### config.mk
export PLATFORM = sky130hd
export DESIGN_NAME = lsu
export DESIGN_NICKNAME = d
export VERILOG_FILES = /design/src/rtl/lsu.sv
export SDC_FILE = /design/constraint.sdc
export NUM_CORES = 1
export LEC_CHECK = 0
export CAP_MARGIN = 20
export CORE_ASPECT_RATIO = 1.5
export CORE_UTILIZATION = 45
export CTS_CLUSTER_DIAMETER = 50
export DETAILED_ROUTE_END_ITERATION = 16
export PLACE_DENSITY = 0.76
export SYNTH_ARGS = -nofsm -noshare
export SYNTH_HDL_FRONTEND = slang
export SYNTH_SLANG_ARGS = --single-unit
### constraint.sdc
create_clock -name clk -period 7.2 [get_ports clk]
set_input_delay 1.8 -clock clk [delete_from_list [all_inputs] [get_ports clk]]
set_output_delay 1.8 -clock clk [all_outputs]
set_load 0.01 [all_outputs]
### src/rtl/lsu.sv
// lsu: load/store unit bridging the ex stage to a single-beat memory bus
module lsu #(
  parameter int TIMEOUT = 16
) (
  input  logic        clk,
  input  logic        rst,
  input  logic        req_valid_i,
  input  logic        req_we_i,
  input  logic [31:0] req_addr_i,
  input  logic [31:0] req_wdata_i,
  input  logic [1:0]  req_size_i,
  input  logic        req_unsigned_i,
  input  logic [4:0]  req_rd_i,
  output logic        bus_req_o,
  output logic        bus_we_o,
  output logic [31:0] bus_addr_o,
  output logic [31:0] bus_wdata_o,
  output logic [3:0]  bus_be_o,
  input  logic        bus_ack_i,
  input  logic [31:0] bus_rdata_i,
  output logic        reg_we_o,
  output logic [4:0]  reg_waddr_o,
  output logic [31:0] reg_wdata_o,
  output logic        hold_flag_o,
  output logic        err_misaligned_o,
  output logic        err_timeout_o
);
  typedef enum logic [1:0] {IDLE, BUS, RESP} state_t;
  state_t      state;
  logic        we_q, uns_q;
  logic [1:0]  size_q, off_q;
  logic [4:0]  rd_q;
  logic [31:0] cnt;
  logic        mis;
  logic [7:0]  lane8;
  logic [15:0] lane16;
  logic [31:0] ld;
  // alignment check, lane selection and load extension
  always_comb begin
    mis = req_size_i == 2'b11 || (req_size_i == 2'b01 && req_addr_i[0]) ||
          (req_size_i == 2'b10 && req_addr_i[1:0] != 2'b00);
    lane8 = bus_rdata_i[{off_q, 3'b000} +: 8];
    lane16 = bus_rdata_i[{off_q[1], 4'b0000} +: 16];
    ld = size_q == 2'b00 ? {{24{~uns_q & lane8[7]}}, lane8} :
         size_q == 2'b01 ? {{16{~uns_q & lane16[15]}}, lane16} : bus_rdata_i;
    hold_flag_o = !rst && (state != IDLE || (req_valid_i && !mis));
  end
  // transaction FSM with registered bus, writeback and error outputs
  always_ff @(posedge clk or posedge rst) begin
    if (rst) begin
      state <= IDLE;
      cnt <= '0;
      {we_q, uns_q, size_q, off_q, rd_q} <= '0;
      {bus_req_o, bus_we_o, bus_addr_o, bus_wdata_o, bus_be_o} <= '0;
      {reg_we_o, reg_waddr_o, reg_wdata_o} <= '0;
      {err_misaligned_o, err_timeout_o} <= '0;
    end else begin
      err_misaligned_o <= 1'b0;
      err_timeout_o <= 1'b0;
      reg_we_o <= 1'b0;
      case (state)
        IDLE: if (req_valid_i) begin
          if (mis) begin
            err_misaligned_o <= 1'b1;
          end else begin
            {we_q, uns_q, size_q, off_q, rd_q} <= {req_we_i, req_unsigned_i, req_size_i, req_addr_i[1:0], req_rd_i};
            cnt <= '0;
            state <= BUS;
            bus_req_o <= 1'b1;
            bus_we_o <= req_we_i;
            bus_addr_o <= {req_addr_i[31:2], 2'b00};
            bus_be_o <= req_size_i == 2'b10 ? 4'b1111 : (req_size_i == 2'b01 ? 4'b0011 : 4'b0001) << req_addr_i[1:0];
            bus_wdata_o <= req_size_i == 2'b10 ? req_wdata_i :
                           req_size_i == 2'b01 ? {2{req_wdata_i[15:0]}} : {4{req_wdata_i[7:0]}};
          end
        end
        BUS: begin
          cnt <= cnt + 32'd1;
          if (bus_ack_i) begin
            {bus_req_o, bus_we_o, bus_addr_o, bus_wdata_o, bus_be_o} <= '0;
            if (!we_q) begin
              reg_wdata_o <= ld;
              reg_we_o <= rd_q != 5'd0;
              reg_waddr_o <= rd_q;
              state <= RESP;
            end else begin
              state <= IDLE;
            end
          end else if (TIMEOUT != 0 && cnt == 32'(TIMEOUT - 1)) begin
            {bus_req_o, bus_we_o, bus_addr_o, bus_wdata_o, bus_be_o} <= '0;
            err_timeout_o <= 1'b1;
            state <= IDLE;
          end
        end
        RESP: begin
          reg_wdata_o <= '0;
          reg_waddr_o <= '0;
          state <= IDLE;
        end
        default: state <= IDLE;
      endcase
    end
  end
endmodule
==> results of run 1 <==
## registers in the layout (all words and copies together), names as in the netlist
name              count
bus_addr_o           30
bus_be_o              4
bus_req_o             1
bus_wdata_o          32
bus_we_o              1
cnt                  32
err_misaligned_o      1
err_timeout_o         1
off_q                 2
rd_q                  5
reg_waddr_o           5
reg_wdata_o          32
reg_we_o              1
size_q                2
state                 2
uns_q                 1
we_q                  1
## logic make-up after synthesis
kind of cell    Yosys count  synth area share
compound gates          193             0.200
fa+ha+maj                 1           0.00174
buf+inv                  54            0.0321
xor+xnor                 19            0.0232
simple gates            222             0.158
other cells               1          0.000523
flops                   153             0.534
mux                      27            0.0503
## layer usage
layer / track usage / up-vias / wire [um] / share of wire
met5: 0 / - / 0 / 0
met4: 0.112 / 0 / 606 / 0.029
met3: 0.0737 / 30 / 1620 / 0.076
met2: 0.451 / 294 / 10600 / 0.50
met1: 0.315 / 3065 / 8340 / 0.39
li1: - / 2874 / - / -
## power by group
group,switching [W],internal [W]
combinational,0.000421,0.000536
sequential,0.000153,0.00106
clock,0.000382,0.000521
## layout make-up
cell class,count,area (um2),area share
inverters,5,23.8,0.00235
well taps,203,254,0.0252
multi-input cells,464,3120,0.309
clock buffers,18,429,0.0425
flip-flops and latches,153,3830,0.379
repair buffers,228,2280,0.225
clock inverters,14,161,0.0160
## stage by stage
step                      hold slack (ns)  setup slack, ns  cells  area (um2)   util
after detailed placement            0.456             1.39   1050        9460  0.605
after global placement              0.452             1.52   1050        9460  0.605
after floorplan                     0.437             1.28    671        7170      -
after CTS                           0.471             1.38   1082       10100  0.643
final                               0.468             1.36   1085       10100  0.646
after global routing                0.499             1.27   1085       10100  0.646
## final timing paths
| kind | from | end | slack (ns) | cells after the start |
|---|---|---|---|---|
| hold reg to reg | we_q$_DFFE_PP0P_ | we_q$_DFFE_PP0P_ | 0.47 | 2 |
| min in group asynchronous | rst | bus_addr_o[11]$_DFFE_PP0P_ | 1.82 | 2 |
| max in group asynchronous | rst | off_q[0]$_DFFE_PP0P_ | 4.47 | 3 |
| setup reg to reg | cnt[0]$_DFFE_PP0P_ | bus_wdata_o[28]$_DFFE_PP0P_ | 4.49 | 7 |
| hold / removal | we_q$_DFFE_PP0P_ | we_q$_DFFE_PP0P_ | 0.47 | 2 |
| setup / recovery | req_size_i[0] | hold_flag_o | 1.36 | 6 |
## worst max-delay path: cells and delay by family
kind / cells / cell delay (ns)
AND/OR/NAND/NOR: 1 / 0.11
AO/OA/AOI/OAI: 2 / 0.78
buffers and inverters: 3 / 1.34
## layout by cell type (no fill, tap or decap), types with 18 or more instances in the layout
master,n
dfrtp_1,153
a21oi_1,25
o21ai_0,32
a22o_1,69
mux2i_1,18
o2bb2ai_1,18
nand2_1,73
nor2_1,34
nand2b_1,20
clkdlybuf4s50_1,217
==> run metrics, run 1 <==
first drt pass iteration count=7; Cells after Synth=670; I/O Buffers=217; clock-pin slew on the worst setup and hold paths=0.06 ns; slowest library cell on the worst path=a221oi_2; setup bufs post-CTS=0; Die Height=157 um; total grt overflow=0; Avg Cell Area, Syn=10.7 um2; clk buf depth=2; Antenna Diode Count=0; Slew headroom=0.267; CTS root buffer=clkbuf_16; Worst setup EP type=output port; RePlAce Congestion=0.899; Initial Utilization=0.459; skew final=0.0100 ns; Critical Path Start Type=primary input; Crit path top cell by count=clkdlybuf4s50_1; Hold-fix buffers, CTS=0; first-pass GRT wire length=33.8 mm; Slew Viols, Final=0; Max Clock Freq=0.171 GHz; fill count=1247; Setup Total Neg Slack=0 ns; total power=0.00307 W; I/O Pins=220; Total Routing Usage GR=0.265; Synth Flop Type=dfrtp_1; nets=979; fin crit period=5.84 ns; final hold violations=0; VDD IR-drop max=0.000153 V; H-tree Lvls=4; register bit total from synthesis=153; final worst-path cycle share=0.812; CP Max Fanout=35; ANT nets after route=0; Synth area leaders=dfrtp_1 53%, a22o_1 8.4%, nand2_1 3.9%; worst-margin pin slew=1.10 ns; part of the Yosys area used for sequential elements=0.534; Post-CTS Resized=0; WP data required=5.40 ns; Yosys Warn Count=0; Hold/Removal Path Class=register to register; Leakage=4.35 nW; Clock Latency Late Sink=0.42 ns; HPWL Detailed=14.9 mm; cell taking the most area after synthesis=dfrtp_1; Slowest Stage Delay on Critical Path=0.56 ns; Sink Count=153; number of flops mapped to enable cells by yosys=0; Unique masters post-synth=55; Detailed Route WL=21.1 mm; DRC Markers=0; row cnt=56; vias in the first global route=6565; RSZ-0062 raised after global routing=no; DR iter-0 viols=415; post-DR wirelength/cell=19.5 um; CP Class=primary input to output port; status=completed; fraction of registers with async set/reset=1.00; Die ar.=0.0165 mm2; Post-synth top cells=153 x dfrtp_1, 74 x nand2_1, 69 x a22o_1; Post-Syn Area=0.00717 mm2; most numerous cell in the Yosys netlist=dfrtp_1; max_cap viols=0; largest net degree at the start of global routing=116; vias per std cell=5.77; power density over the cells=304 mW/mm2; core area=0.0156 mm2; CP arrival=4.04 ns; CP Cell Sequence=clkdlybuf4s50_1 -> buf_4 -> o21ai_1 -> a221oi_2 -> nor2_1 -> clkdlybuf4s50_1; Synth top area share=0.534; # setup viols final=0; TritonCTS clock tree=yes; layout cells sized above 1=0.0703; Die W=105 um; DR vias=6263; Area growth syn-to-layout=40.8%; antenna violations before repair=0; CTS Buf Count=17
No activity file was read; power rests on OpenSTA's default activity.
==> run 2: changes to the inputs <==
- clock period: 7.2 -> 5.6 ns (I/O delays scaled with it)
==> run 2 against run 1 <==
Net effect:
- first-iteration DRC count is 6.0% higher
- non-clock buffer count is 2 higher
- largest cell class unchanged
- sequential power is 28% higher
- critical path type unchanged
==> run metrics, run 2 (synthesis gave the netlist of run 1 again) <==
total power=0.00390 W; Crit path max-delay family=buffers and inverters; final worst slack=0.731 ns; final hold violations=0; vias per std cell=5.84; Area growth syn-to-layout=40.3%; Slew Viols, Final=0; DR vias=6347; Total Routing Usage GR=0.269; HPWL Detailed=15.1 mm; CP Cell Sequence=clkdlybuf4s50_1 -> buf_4 -> o21ai_1 -> a221oi_2 -> nor2_1 -> clkdlybuf4s50_1; Initial Utilization=0.459; slowest library cell on the worst path=a221oi_2; RePlAce Congestion=0.880; Core Util, Final=0.644; first-pass GRT wire length=34.5 mm; total grt overflow=0; status=completed; Post-CTS Resized=0; Max Clock Freq=0.205 GHz; Leakage=4.34 nW; fin crit period=4.87 ns; largest registers=bus_wdata_o x32, cnt x32, reg_wdata_o x32; Place WS=0.750 ns; DRC Markers=0; Critical Path Start Type=primary input; DR iter-0 viols=440; # setup viols final=0; largest net degree at the start of global routing=101; I/O Buffers=217; Die ar.=0.0165 mm2; post-DR wirelength/cell=19.6 um; Die Height=157 um; CTS root buffer=clkbuf_16; Worst setup EP type=output port; first drt pass iteration count=4; CP Class=primary input to output port; Slew headroom=0.307; placed cells=1053; skew final=0.0115 ns; most frequent cells in the layout=217 x clkdlybuf4s50_1, 153 x dfrtp_1, 73 x nand2_1; TritonCTS clock tree=yes; Met3 Wirelength=1.62 mm; final worst-path cycle share=0.870; setup bufs post-CTS=0; worst-margin pin slew=1.04 ns; Slowest Stage Delay on Critical Path=0.51 ns; antenna violations before repair=0; VDD IR-drop max=0.000213 V; max_cap viols=0; Antenna Diode Count=0; Buffers & Inverters on Critical Path=3; Hold/Removal Path Class=register to register; power density over the cells=387 mW/mm2; nets=981; Top Layer Used=met4; CP arrival=3.47 ns; Hold-fix buffers, CTS=0; clock-pin slew on the worst setup and hold paths=0.06 ns; Sink Count=153; row cnt=56; Die W=105 um; layout cells sized above 1=0.0735; met2 WL=10.7 mm; I/O Pins=220; Crit path top cell by count=clkdlybuf4s50_1; Setup Total Neg Slack=0 ns; Detailed Route WL=21.3 mm; CTS Buf Count=17; H-tree Lvls=4; core area=0.0156 mm2; CP Max Fanout=27; Final Non-Filler Cells=1087; M1 WL=8.34 mm; vias in the first global route=6646; ANT nets after route=0; RSZ-0062 raised after global routing=no; clk buf depth=2; Clock Latency Late Sink=0.42 ns; commonest non-fill, non-tap cell in the layout=clkdlybuf4s50_1; WP data required=4.20 ns
[run 2: path summary, 6_finish.rpt]
check                      cells past startpoint  slack (ns)                    endpoint             startpoint
max                                            6        0.73                 hold_flag_o          req_size_i[1]
min                                            1        0.48       bus_req_o$_DFFE_PP0P_  bus_req_o$_DFFE_PP0P_
max reg2reg                                    7        2.85     bus_be_o[0]$_DFFE_PP0P_     cnt[0]$_DFFE_PP0P_
min reg2reg                                    1        0.48       bus_req_o$_DFFE_PP0P_  bus_req_o$_DFFE_PP0P_
max in group asynchronous                      3        3.04  bus_wdata_o[2]$_DFFE_PP0P_                    rst
min in group asynchronous                      2        1.57  bus_addr_o[14]$_DFFE_PP0P_                    rst
[run 2: final cells by class]
type | count | area, um2
Timing Repair Buffer | 230 | 2270
Tap cell | 203 | 254
Inverter | 5 | 23.8
Fill cell | 1247 | 5560
Multi-Input combinational cell | 464 | 3120
Sequential cell | 153 | 3830
Clock buffer | 18 | 439
Clock inverter | 14 | 128
[run 2: metrics by stage]
step | hold slack [ns] | instance area (um2)
floorplan | 0.437 | 7170
global placement | 0.458 | 9480
detailed placement | 0.473 | 9480
CTS | 0.488 | 10000
global route | 0.514 | 10100
finish | 0.481 | 10100
[run 2: worst register-to-register path: cells and delay by family, from the launching register on]
| family | cells | cell delay, ns |
|---|---|---|
| adders and majority gates | 1 | 0.24 |
| buffers and inverters | 1 | 0.45 |
| DFF | 1 | 0.42 |
| and+or+nand+nor | 3 | 0.90 |
| AOI/OAI and AO/OA | 2 | 0.64 |
[run 2: per-layer routing]
metal,up-vias,global-route usage
li1,2888,-
met1,3125,0.316
met2,297,0.459
met3,37,0.0779
met4,0,0.116
met5,-,0
[run 2: power breakdown]
part	internal, W	total (W)	switching [W]
Combinational	0.000689	0.00123	0.000545
Sequential	0.00136	0.00155	0.000196
Clock	0.000599	0.00111	0.000512
Total	0.00264	0.00390	0.00125
==> run 3: changes to the inputs <==
- CTS_CLUSTER_SIZE: default -> 8
==> results of run 3 <==
Final layout, timing and power as in run 2 (identical DEF).
